[src/rtl/arb_pkg.sv]
// Shared types and defaults for the instruction/data memory port arbiter.
package arb_pkg;

    localparam int unsigned STARVE_LIMIT_DEFAULT = 4;
    localparam int unsigned SIZE_WIDTH           = 3;

    typedef enum logic [1:0] {
        IDLE   = 2'd0,
        BUSY_I = 2'd1,
        BUSY_D = 2'd2,
        DRAIN  = 2'd3
    } arbState_t;

endpackage

[src/rtl/starve_counter.sv]
// Counts consecutive data grants made while a fetch is waiting; saturates at LIMIT.
module starve_counter
    import arb_pkg::*;
#(
    parameter int unsigned LIMIT = STARVE_LIMIT_DEFAULT,
    parameter int unsigned CNT_W = 3
) (
    input  logic             clk,
    input  logic             rst,
    input  logic             waiting,
    input  logic             grantI,
    input  logic             grantD,
    output logic [CNT_W-1:0] count
);

    always_ff @(posedge clk or posedge rst) begin
        if (rst) begin
            count <= '0;
        end else if (!waiting || grantI) begin
            count <= '0;
        end else if (grantD && (count != CNT_W'(LIMIT))) begin
            count <= count + CNT_W'(1);
        end
    end

endmodule

[src/rtl/mem_port_arbiter.sv]
// Arbitrates the fetch and data requesters onto one memory port; data has priority
// unless the fetch side has been starved for STARVE_LIMIT consecutive data grants.
module mem_port_arbiter
    import arb_pkg::*;
#(
    parameter int unsigned ADDR_WIDTH   = 32,
    parameter int unsigned DATA_WIDTH   = 32,
    parameter int unsigned STARVE_LIMIT = STARVE_LIMIT_DEFAULT
) (
    input  logic                  clk,
    input  logic                  rst,
    input  logic                  ifReq,
    input  logic [ADDR_WIDTH-1:0] ifAddr,
    input  logic                  flush,
    output logic                  ifValid,
    output logic [DATA_WIDTH-1:0] ifRdata,
    output logic                  ifStall,
    input  logic                  dReq,
    input  logic                  dWe,
    input  logic [ADDR_WIDTH-1:0] dAddr,
    input  logic [DATA_WIDTH-1:0] dWdata,
    input  logic [SIZE_WIDTH-1:0] dSize,
    output logic                  dValid,
    output logic [DATA_WIDTH-1:0] dRdata,
    output logic                  dStall,
    output logic                  memReq,
    output logic                  memWe,
    output logic [ADDR_WIDTH-1:0] memAddr,
    output logic [DATA_WIDTH-1:0] memWdata,
    output logic [SIZE_WIDTH-1:0] memSize,
    input  logic                  memReady,
    input  logic [DATA_WIDTH-1:0] memRdata
);

    localparam int unsigned CNT_W = (STARVE_LIMIT > 0) ? $clog2(STARVE_LIMIT + 1) : 1;

    arbState_t        state;
    arbState_t        stateNext;
    logic             arbEn;
    logic             ifEligible;
    logic             grantI;
    logic             grantD;
    logic             starveFull;
    logic [CNT_W-1:0] starveCnt;

    starve_counter #(
        .LIMIT (STARVE_LIMIT),
        .CNT_W (CNT_W)
    ) u_starve (
        .clk     (clk),
        .rst     (rst),
        .waiting (ifReq),
        .grantI  (grantI),
        .grantD  (grantD),
        .count   (starveCnt)
    );

    assign starveFull = (starveCnt == CNT_W'(STARVE_LIMIT));

    always_ff @(posedge clk or posedge rst) begin
        if (rst) begin
            state <= IDLE;
        end else begin
            state <= stateNext;
        end
    end

    // Arbitration opens in IDLE and on every completing cycle, so a still-held
    // request re-enters the race with no idle bubble.
    always_comb begin
        stateNext  = state;
        arbEn      = 1'b0;
        ifValid    = 1'b0;
        ifRdata    = '0;
        dValid     = 1'b0;
        dRdata     = '0;
        ifEligible = 1'b0;
        grantI     = 1'b0;
        grantD     = 1'b0;

        case (state)
            IDLE: begin
                arbEn = 1'b1;
            end
            BUSY_I: begin
                if (memReady) begin
                    arbEn = 1'b1;
                    if (!flush) begin
                        ifValid = 1'b1;
                        ifRdata = memRdata;
                    end
                end else if (flush) begin
                    stateNext = DRAIN;
                end
            end
            BUSY_D: begin
                if (memReady) begin
                    arbEn  = 1'b1;
                    dValid = 1'b1;
                    dRdata = memRdata;
                end
            end
            DRAIN: begin
                if (memReady) begin
                    arbEn = 1'b1;
                end
            end
            default: begin
                stateNext = IDLE;
            end
        endcase

        ifEligible = ifReq & ~flush;
        grantI     = arbEn & ifEligible & (~dReq | starveFull);
        grantD     = arbEn & dReq & ~grantI;

        if (arbEn) begin
            if (grantI) begin
                stateNext = BUSY_I;
            end else if (grantD) begin
                stateNext = BUSY_D;
            end else begin
                stateNext = IDLE;
            end
        end
    end

    // Memory port fields are captured at the grant edge and held until the next arbitration.
    always_ff @(posedge clk or posedge rst) begin
        if (rst) begin
            memReq   <= 1'b0;
            memWe    <= 1'b0;
            memAddr  <= '0;
            memWdata <= '0;
            memSize  <= '0;
        end else if (grantI) begin
            memReq   <= 1'b1;
            memWe    <= 1'b0;
            memAddr  <= ifAddr;
            memWdata <= '0;
            memSize  <= '0;
        end else if (grantD) begin
            memReq   <= 1'b1;
            memWe    <= dWe;
            memAddr  <= dAddr;
            memWdata <= dWdata;
            memSize  <= dSize;
        end else if (arbEn) begin
            memReq   <= 1'b0;
        end
    end

    assign ifStall = ifReq & ~ifValid;
    assign dStall  = dReq & ~dValid;

endmodule

[config.mk]
export PLATFORM = sky130hd
export DESIGN_NAME = mem_port_arbiter
export DESIGN_NICKNAME = d
export VERILOG_FILES = /design/src/rtl/arb_pkg.sv /design/src/rtl/starve_counter.sv /design/src/rtl/mem_port_arbiter.sv
export SDC_FILE = /design/constraint.sdc
export NUM_CORES = 1
export LEC_CHECK = 0
export CAP_MARGIN = 20
export CORE_ASPECT_RATIO = 0.5
export CORE_MARGIN = 2
export CORE_UTILIZATION = 37
export DETAILED_ROUTE_END_ITERATION = 16
export HOLD_SLACK_MARGIN = 0.12
export PLACE_DENSITY = 0.87
export SYNTH_ARGS = -nofsm -noshare
export SYNTH_HDL_FRONTEND = slang
export SYNTH_HIERARCHICAL = 1
export SYNTH_SLANG_ARGS = --single-unit
[constraint.sdc]
create_clock -name clk -period 3.39 [get_ports clk]
set_input_delay 0.678 -clock clk [delete_from_list [all_inputs] [get_ports clk]]
set_output_delay 0.678 -clock clk [all_outputs]
set_load 0.02 [all_outputs]
; Word-level counts from Yosys, hierarchy flattened
; Index checks and enable logic that the tools add are counted.
[totals]
n_memories = 0
ram_bits = 0
elab_cells = 68
latch_bits = 0
inputBits = 138
register_bits = 74
romBits = 0
[classes]
n_shift = 0
add_sub_neg = 1
n_lt_le_gt_ge = 0
n_mux = 30
reduce_logical = 11
n_eq_ne = 6
div_mod_pow = 0
multipliers = 0
bitwise_logic = 13
[op_table]
columns = op, n
row1 = $mux W32, 9
row2 = $mux W2, 6
row3 = $mux W3, 4
row4 = $mux W1, 10
row5 = $reduce_bool A2 Y1, 4
row6 = $and A1 B1 Y1, 7
row7 = $not A1 Y1, 5
row8 = $eq A2 B2 Y1 const B, 2
row9 = $add A3 B1 Y3 const B, 1
row10 = $eq A3 B3 Y1 const B, 1
row11 = $ne A3 B3 Y1 const B, 1
row12 = $reduce_and A3 Y1, 1
row13 = $reduce_bool A3 Y1, 1
row14 = $reduce_or A3 Y1, 1
row15 = $eq A2 B1 Y1 const B, 1
row16 = $logic_not A2 Y1, 1
row17 = $ne A2 B1 Y1 const B, 1
row18 = $pmux W1 S2, 1
row19 = $logic_and A1 B1 Y1, 1
row20 = $logic_not A1 Y1, 1
row21 = $logic_or A1 B1 Y1, 1
row22 = $or A1 B1 Y1, 1

; Longest topological paths before layout
; Gate-level depths: netlist (run 1).
[depth]
depth_word = 10
ltp_mapped = 7
mapped_depth_nobuf = 6

; Cells and area by module
; Netlist (run 1), hierarchy kept.
[by_module_without_submodules]
columns = mod, instances, cells_per_inst, seq_area_each_um2, area_each_um2
row1 = mem_port_arbiter, 1, 385, 1776.7, 3440.8
row2 = starve_counter, 1, 18, 75.1, 200.2

; Least setup slack after synthesis (run 1)
; OpenSTA, ideal clock, no wires.
[synth_path]
path_kind = in2out
startpoint = input port flush
endpoint = output port ifRdata[22]
setup_slack_ns = 0.969
arrival_ns = 1.743
cell_stages = 5
required_time_ns = 2.712
path_buffers = 2
path_cell_list = nor2_1 -> and3_1 -> clkbuf_1 -> clkbuf_1 -> and2_1
[synth_between]
elab_chain_cells = 3
[synth_rtl]
columns = element, line
row1 = start: declaration, mem_port_arbiter.sv:14  ; input logic flush,
row2 = $mux W32, mem_port_arbiter.sv:88  ; if (!flush) begin
row3 = $mux W32, mem_port_arbiter.sv:86  ; if (memReady) begin
row4 = $mux W32, mem_port_arbiter.sv:81  ; case (state)
row5 = end: declaration, mem_port_arbiter.sv:16  ; output logic [DATA_WIDTH-1:0] ifRdata,
; Every way passes these cells.

; Worst setup path after layout (run 1)
[layout_path]
startpoint = input port flush
endpoint = output port ifRdata[26]
; Same word-level chain as after synthesis.

==> results.md, run 1 <==
* Core area at 9510 sq um
* Site Rows at 25
* Die height at 74.1 um
* Final period util at 90.9%
* Initial antenna violation count at 0
* Share of flip-flops with an asynchronous set or reset at 100%
* Reg2reg end: u_starve/count[1]
* P&R area growth vs syn at 88.7%
* CP startpoint kind: input pin
* Maxcap violations at 0
* Die footprint at 10700 sq um
* CP Max Fanout at 34
* Number of synthesized flops with an enable pin at 0
* Yosys top cell area share at 50.9%
* Primary FF master, synth: dfrtp_1
* CTS tree: done
* Top area cells in the synthesized netlist: dfrtp_1 (51%), and2_1 (11%), nand2_1 (8.8%)
* Fillers at 716
* IR Drop Worst-Case VDD at 292 uV
* Global-route wire length before repair at 19900 um
* Routed length per instance at 16.6 um
* Share of power burned in registers at 33.4%
* Die W at 144 um
* YS warnings at 6
* Syn Nets at 543
* Worst-Margin Slew at 0.731 ns
* Status: completed
* FF-to-FF setup slack at 1.39 ns
* DR DRC count at 0
* H-tree Lvls at 3
* Fin. max-slew vios at 0
* Total Routed Length at 13400 um
* Leakage Power at 0.00311 uW
* Rel. slew slack at 51.2%
* Largest net degree at the start of global routing at 70
* Cells after Synth at 403
* Hold Vio Cnt, Final at 0
* Worst R2R Path Depth at 6
* TritonCTS Sinks at 74
* Post-synthesis sequential area ratio at 50.9%
* CTS Hold Buffers Added at 0
* Critical path type: in2out
* Total track usage at 24.3%
* Comb pwr share at 35.8%
* # IOs at 275
* Vias at 3906
* Crit. End Element: output pin
* Sw Ratio at 30.8%
* DRT iter0 DRCs at 230
* RSZ-0062 raised after global routing: false
* DRT antenna net count at 0
* Gpl congestion at 0.819
* CP arrival at 2.40 ns
* Skew-Pair Late Insertion Delay at 0.33 ns
* Worst-path clk slew at 0.06 ns
* Overflow after GRT at 0
* Syn avg cell area at 9.03 sq um
* Post-synthesis cell area at 3640 sq um
* Peak Freq at 324 MHz
* Final net count at 806
* Hold WC Path Type: reg2reg
* Flops & latches, synth at 74
* Worst path required time at 2.71 ns
* Drt first pass iters at 4
* Root Buffer: clkbuf_16
* Fraction of layout cells with a size suffix above 1 at 4.77%
* Clock share of power at 30.9%
* Max clock buf depth at 2
* Port-buffer cells at 274
* N_diodes at 0
* Reg-to-Reg Start: u_starve/count[2]
* DP HPWL at 10000 um
* Setup_tns at 0 ns
* Starting Density at 38.3%
* Crit path time final at 3.08 ns
* Vias in the first global route at 3780
* Distinct cell type count after synthesis at 31
* Final Skew at 0.00508 ns
* Worst Setup EP: ifRdata[26]
* Critical Path Source: flush
* # setup viols final at 0
* Post-cts gate resize count at 0
* Switching power at 1060 uW
* Power density cells at 499 nW/um^2
* Most common cell after layout, fill and taps aside: clkdlybuf4s50_1
* CTS buffer count at 9
* Most frequent cells in the layout: clkdlybuf4s50_1 (274), nand2_1 (85), dfrtp_1 (74), and2_1 (64), nand3_1 (36)
* Post-CTS Setup Repair Bufs at 0
* DR vias/cell at 4.85
* Synth area leader: dfrtp_1
* Int Pwr at 2370 uW
* Final core occ at 72.3%
-- worst max-delay path, stage by stage --
cell             delay (ns)
clkdlybuf4s50_1        0.44
nor2_1                 0.14
and3_1                 0.22
buf_12                 0.17
and2_1                 0.16
clkdlybuf4s50_1        0.60
-- per-layer routing --
layer	share of wire, %	vias to the layer above	global-route usage [%]
met1	37	1848	27.3
met2	53	149	44.8
met4	3.9	0	11.8
met5	0	-	0
li1	-	1869	-
met3	5.7	40	5.60
-- cells in the mapped netlist, types with 2 or more instances --
cell type	count
nand2_1	85
dfrtp_1	74
and2_1	64
nand3_1	36
a21oi_1	27
a21o_1	19
a22o_1	19
clkbuf_1	17
nor2_1	16
buf_2	11
inv_1	7
nand3b_1	3
and3_1	2
buf_4	2
ha_1	2
inv_2	2
mux2i_1	2
o21ai_0	2
-- cell type report --
cell class	count	area, sq um	area share [%]
Clock buffer	12	267	3.88
Clock inverter	4	72.6	1.06
Tap cell	135	169	2.46
Sequential cell	74	1850	26.9
Multi-Input combinational cell	290	1640	23.8
Timing Repair Buffer	282	2840	41.3
Inverter	9	33.8	0.492
-- registers in the layout, indices dropped and copies added (netlist names) --
name / cells
memReq: 1
memAddr: 32
memSize: 3
state: 2
memWdata: 32
memWe: 1
u_starve/count: 3
-- per-stage QoR --
stage	instance area [sq um]	std cells	setup WS [ns]	power, uW	hold slack [ns]
floorplan	3640	403	0.915	1710	0.432
global placement	6530	790	0.359	2350	0.449
detailed placement	6530	790	0.310	2390	0.454
CTS	6870	806	0.304	3460	0.466
global route	6870	806	0.210	3590	0.479
finish	6870	806	0.308	3430	0.463
-- power by group through the flow --
| stage | clock [uW] | combinational, uW | sequential [uW] |
|---|---|---|---|
| 5_1_grt | 1120 | 1300 | 1160 |
| 3_5_place_dp | 0 | 1230 | 1160 |
| 4_1_cts | 1080 | 1230 | 1140 |
| 6_report | 1060 | 1230 | 1140 |
| 3_3_place_gp | 0 | 1210 | 1150 |
| 2_1_floorplan | 0 | 363 | 1350 |
-- cells by family (layout without fill, tap and decap cells) --
group / count (synthesis) / in the layout / synth area share [%]
AO/OA/AOI/OAI: 74 / 74 / 14.4
adder cells (fa/ha/maj): 2 / 2 / 0.687
buffers and inverters: 39 / 307 / 4.60
flip-flops: 74 / 74 / 50.9
multiplexers: 2 / 2 / 0.550
AND/OR/NAND/NOR: 212 / 212 / 28.9
-- worst min path at each step --
stage | start | endpoint | slack, ns | cells after the start
global route | memWdata[29] | memWdata[29] | 0.48 | 2
finish | memWdata[9] | memWdata[9] | 0.46 | 2
global placement | memWdata[9] | memWdata[9] | 0.45 | 2
CTS | memWdata[18] | memWdata[18] | 0.47 | 2
detailed placement | memWdata[8] | memWdata[8] | 0.45 | 2
floorplan | rst | u_starve/count[0] | 0.43 | 1
(Power assumes the default switching activity.)
==> run 2: changes to the inputs <==
--- a/config.mk
+++ b/config.mk
@@ -9,9 +9,11 @@
 export CORE_ASPECT_RATIO = 0.5
 export CORE_MARGIN = 2
 export CORE_UTILIZATION = 37
+export CTS_BUF_LIST = sky130_fd_sc_hd__clkbuf_16
 export DETAILED_ROUTE_END_ITERATION = 16
 export HOLD_SLACK_MARGIN = 0.12
 export PLACE_DENSITY = 0.87
+export SKIP_CTS_REPAIR_TIMING = 1
 export SYNTH_ARGS = -nofsm -noshare
 export SYNTH_HDL_FRONTEND = slang
 export SYNTH_HIERARCHICAL = 1
==> results.md, run 2 (synthesis results as in run 1) <==
* Total Routed Length at 13300 um (was 13400 um)
* Hold WC Path Type: reg2reg (unchanged)
* P&R area growth vs syn at 87.9% (was 88.7%)
* DRT iter0 DRCs at 224 (was 230)
* Final net count at 806 (unchanged)
* Peak Freq at 325 MHz (was 324 MHz)
* Final Skew at 0.00495 ns (was 0.00508 ns)
* Overflow after GRT at 0 (unchanged)
* Starting Density at 38.3% (unchanged)
* Largest net degree at the start of global routing at 70 (unchanged)
* DR vias/cell at 4.78 (was 4.85)
* Crit path time final at 3.08 ns (about the same)
* IR Drop Worst-Case VDD at 291 uV (was 292 uV)
* Most frequent cells in the layout: clkdlybuf4s50_1 (274), nand2_1 (85), dfrtp_1 (74), and2_1 (64), nand3_1 (36) (unchanged)
* CTS tree: done (unchanged)
* Hold path cells at 2 (unchanged)
* Worst-Margin Slew at 0.726 ns (was 0.731 ns)
* Initial antenna violation count at 0 (unchanged)
* Final period util at 90.8% (was 90.9%)
* Sequential Area at 1850 sq um (unchanged)
* CP arrival at 2.40 ns (about the same)
* Crit. End Element: output pin (unchanged)
* Hold Vio Cnt, Final at 0 (unchanged)
* Setup_tns at 0 ns (unchanged)
* Fraction of layout cells with a size suffix above 1 at 4.32% (was 4.77%)
* Routed length per instance at 16.5 um (was 16.6 um)
* RSZ-0062 raised after global routing: false (unchanged)
* Worst Setup EP: ifRdata[26] (unchanged)
* Fillers at 723 (was 716)
* Total track usage at 24.2% (was 24.3%)
* Critical path type: in2out (unchanged)
* Critical Path Source: flush (unchanged)
* Global-route wire length before repair at 19800 um (was 19900 um)
* Die footprint at 10700 sq um (unchanged)
* Worst path required time at 2.71 ns (about the same)
* FF-to-FF setup slack at 1.39 ns (about the same)
* # setup viols final at 0 (unchanged)
* DP HPWL at 10000 um (unchanged)
* Final core occ at 71.9% (was 72.3%)
* Core area at 9510 sq um (unchanged)
* Total placed cells including tap cells at 790 (unchanged)
* CTS buffer count at 9 (unchanged)
* Fin. max-slew vios at 0 (unchanged)
* Die height at 74.1 um (unchanged)
* Largest registers: memAddr (32), memWdata (32) (unchanged)
* Skew-Pair Late Insertion Delay at 0.33 ns (about the same)
* Die W at 144 um (unchanged)
* Maxcap violations at 0 (unchanged)
* # IOs at 275 (unchanged)
* Site Rows at 25 (unchanged)
* H-tree Lvls at 3 (unchanged)
* Multi-input logic area at 1640 sq um (unchanged)
* Vias at 3854 (was 3906)
* DRT antenna net count at 0 (unchanged)
* Gpl congestion at 0.819 (unchanged)
* N_diodes at 0 (unchanged)
* Most common cell after layout, fill and taps aside: clkdlybuf4s50_1 (unchanged)
* Worst-path clk slew at 0.05 ns (was 0.06 ns)
* Leakage Power at 0.00310 uW (was 0.00311 uW)
* DR DRC count at 0 (unchanged)
* Power density cells at 491 nW/um^2 (was 499 nW/um^2)
* Status: completed (unchanged)
* Rel. slew slack at 51.6% (was 51.2%)
* Worst R2R Path Depth at 6 (unchanged)
* Vias in the first global route at 3787 (was 3780)
* Root Buffer: clkbuf_16 (unchanged)
* Reg-to-Reg Start: u_starve/count[2] (unchanged)
* Drt first pass iters at 4 (unchanged)
* Port-buffer cells at 274 (unchanged)
* CP Max Fanout at 34 (unchanged)
* Cell Count, Final, Fillers Out at 806 (unchanged)
* TritonCTS Sinks at 74 (unchanged)
* Max clock buf depth at 2 (unchanged)
* CP startpoint kind: input pin (unchanged)
* Reg2reg end: u_starve/count[1] (unchanged)
-- run 2: critical path, cell delays in order --
cell and delay, ns:
clkdlybuf4s50_1 0.43, nor2_1 0.14, and3_1 0.22, buf_12 0.17
and2_1 0.16, clkdlybuf4s50_1 0.60
-- run 2: area by class of cell --
| type | instances | share of cell area (%) |
|---|---|---|
| Inverter | 9 | 0.494 |
| Tap cell | 135 | 2.47 |
| Sequential cell | 74 | 27.1 |
| Multi-Input combinational cell | 290 | 23.9 |
| Clock inverter | 7 | 1.23 |
| Timing Repair Buffer | 282 | 41.5 |
| Clock buffer | 9 | 3.29 |
-- run 2: worst min-delay path by stage --
stage	start	end	slack [ns]
floorplan	rst	u_starve/count[0]	0.43
global placement	memWdata[9]	memWdata[9]	0.45
detailed placement	memWdata[8]	memWdata[8]	0.45
CTS	memWdata[18]	memWdata[18]	0.47
global route	memWdata[29]	memWdata[29]	0.48
finish	memWdata[18]	memWdata[18]	0.46
-- run 2: per-layer routing --
layer  vias to the layer above  part of all wire [%]  global-route usage [%]
met5                         -                     0                       0
met4                         0                   3.6                    11.5
met3                        35                   6.0                    5.54
met2                       151                    54                    45.0
met1                      1802                    37                    27.0
li1                       1866                     -                       -
-- run 2: power breakdown --
group          leakage (uW)  total, uW  internal (uW)  switching (uW)
Sequential         0.000896       1140           1050            95.1
Combinational       0.00205       1220            622             603
Clock              0.000148        991            635             356
-- run 2: per-stage QoR --
stage	total power, uW	instance area (sq um)	hold WS, ns	setup slack [ns]
after floorplan	1710	3640	0.432	0.915
after global placement	2350	6530	0.449	0.359
after detailed placement	2390	6530	0.454	0.310
after CTS	3390	6840	0.466	0.304
after global routing	3520	6840	0.479	0.210
final	3360	6840	0.464	0.312
==> run 3: changes to the inputs <==
--- a/config.mk
+++ b/config.mk
@@ -12,8 +12,10 @@
 export CTS_BUF_LIST = sky130_fd_sc_hd__clkbuf_16
 export DETAILED_ROUTE_END_ITERATION = 16
 export HOLD_SLACK_MARGIN = 0.12
+export MAX_ROUTING_LAYER = met4
 export PLACE_DENSITY = 0.87
 export SKIP_CTS_REPAIR_TIMING = 1
+export SLEW_MARGIN = 20
 export SYNTH_ARGS = -nofsm -noshare
 export SYNTH_HDL_FRONTEND = slang
 export SYNTH_HIERARCHICAL = 1
==> results.md, run 3 (synthesis results as in run 1) <==
* Status: completed (unchanged)
* Final period util at 91.0% (was 90.8%)
* Reg2reg end: u_starve/count[1] (unchanged)
* Fraction of layout cells with a size suffix above 1 at 4.32% (unchanged)
* Dpl cell area at 6530 sq um (unchanged)
* # setup viols final at 0 (unchanged)
* Largest registers: memAddr (32), memWdata (32) (unchanged)
* Rel. slew slack at 51.4% (was 51.6%)
* Largest net degree at the start of global routing at 70 (unchanged)
* Worst hold start: memWdata[9] (was memWdata[18])
* Vias at 3894 (was 3854)
* Port-buffer cells at 274 (unchanged)
* Peak Freq at 324 MHz (was 325 MHz)
* Initial antenna violation count at 0 (unchanged)
* RSZ-0062 raised after global routing: false (unchanged)
* Routed length per instance at 16.6 um (was 16.5 um)
* Power density cells at 491 nW/um^2 (about the same)
* Skew-Pair Late Insertion Delay at 0.33 ns (about the same)
* TritonCTS Sinks at 74 (unchanged)
* Worst-Margin Slew at 0.729 ns (was 0.726 ns)
* Fin worst setup slack at 0.307 ns (was 0.312 ns)
* N_diodes at 0 (unchanged)
* DRT iter0 DRCs at 240 (was 224)
* Core area at 9510 sq um (unchanged)
* Site Rows at 25 (unchanged)
* Vias in the first global route at 3780 (was 3787)
* Worst-path clk slew at 0.06 ns (was 0.05 ns)
* DR vias/cell at 4.83 (was 4.78)
* Crit. End Element: output pin (unchanged)
* DRT antenna net count at 0 (unchanged)
* Hold Vio Cnt, Final at 0 (unchanged)
* Setup_tns at 0 ns (unchanged)
* Met2 usage at 45.1% (was 45.0%)
* CTS tree: done (unchanged)
* Starting Density at 38.3% (unchanged)
* Max clock buf depth at 2 (unchanged)
* FF-to-FF setup slack at 1.38 ns (was 1.39 ns)
* Die height at 74.1 um (unchanged)
* P&R area growth vs syn at 87.9% (unchanged)
* Crit path time final at 3.08 ns (about the same)
* Hold path cells at 2 (unchanged)
* IR Drop Worst-Case VDD at 292 uV (was 291 uV)
* Most common cell after layout, fill and taps aside: clkdlybuf4s50_1 (unchanged)
* Total track usage at 25.1% (was 24.2%)
* Die W at 144 um (unchanged)
* CP startpoint kind: input pin (unchanged)
* Overflow after GRT at 0 (unchanged)
* CP Max Fanout at 34 (unchanged)
* Final Skew at 0.00611 ns (was 0.00495 ns)
* CTS buffer count at 9 (unchanged)
* CP arrival at 2.41 ns (was 2.40 ns)
* H-tree Lvls at 3 (unchanged)
* GR Layer Usage met3 at 5.54% (unchanged)
* Fin. max-slew vios at 0 (unchanged)
* Leakage Power at 0.00310 uW (unchanged)
* Drt first pass iters at 4 (unchanged)
* DR DRC count at 0 (unchanged)
* Critical Path Source: flush (unchanged)
* DP HPWL at 10000 um (unchanged)
* Gr busiest metal: met2 (unchanged)
* Dpl ws at 0.310 ns (unchanged)
* Worst path required time at 2.71 ns (about the same)
* Final net count at 806 (unchanged)
* Final core occ at 71.9% (unchanged)
* Cell area after layout at 6840 sq um (unchanged)
* Most frequent cells in the layout: clkdlybuf4s50_1 (274), nand2_1 (85), dfrtp_1 (74), and2_1 (64), nand3_1 (36) (unchanged)
* Worst R2R Path Depth at 6 (unchanged)
* GR met1 Demand/Resource at 27.0% (unchanged)
* # IOs at 275 (unchanged)
* Hold WC Path Type: reg2reg (unchanged)
* Gpl congestion at 0.831 (was 0.819)
* Reg-to-Reg Start: u_starve/count[2] (unchanged)
* Global-route wire length before repair at 19900 um (was 19800 um)
* Maxcap violations at 0 (unchanged)
* Hold EP: memWdata[9] (was memWdata[18])
* Die footprint at 10700 sq um (unchanged)
* Root Buffer: clkbuf_16 (unchanged)
* Critical path type: in2out (unchanged)
* Total Routed Length at 13400 um (was 13300 um)
run 3: layout make-up:
cell class                 count  area [sq um]
timing repair buffer         282          2840
fill                         723          2670
sequential                    74          1850
multi-input combinational    290          1640
clock buffer                   9           225
tap                          135           169
clock inverter                 7          83.8
inverter                       9          33.8
run 3: layer usage:
metal  vias to the layer above  share of wire, %  wire, um
met1                      1838                37      4990
met3                        42               5.6       742
met4                         0               3.9       519
li1                       1866                 -         -
met2                       148                53      7110
met5                         -                 0         0
run 3: worst max-delay path by stage:
stage	end	slack (ns)	depth (start not counted)
floorplan	memAddr[0]	0.92	1
detailed placement	ifRdata[26]	0.31	6
global placement	dRdata[7]	0.36	5
CTS	ifRdata[26]	0.30	6
global route	ifRdata[4]	0.21	6
finish	ifRdata[26]	0.31	6
run 3: stage by stage:
stage          power (uW)  hold slack, ns  instances
2_1_floorplan        1710           0.432        403
3_3_place_gp         2350           0.449        790
6_report             3360           0.463        806
3_5_place_dp         2390           0.454        790
4_1_cts              3390           0.466        806
5_1_grt              3520           0.479        806
run 3: critical path, stage by stage:
cell and delay [ns]:
clkdlybuf4s50_1 0.44, nor2_1 0.14, and3_1 0.22, buf_12 0.17, and2_1 0.16, clkdlybuf4s50_1 0.60
run 3: report_power, final:
part           internal [uW]  switching [uW]  leakage [uW]
registers               1050            94.7      0.000896
logic                    622             604       0.00205
clock network            635             356      0.000148
total                   2310            1060       0.00310
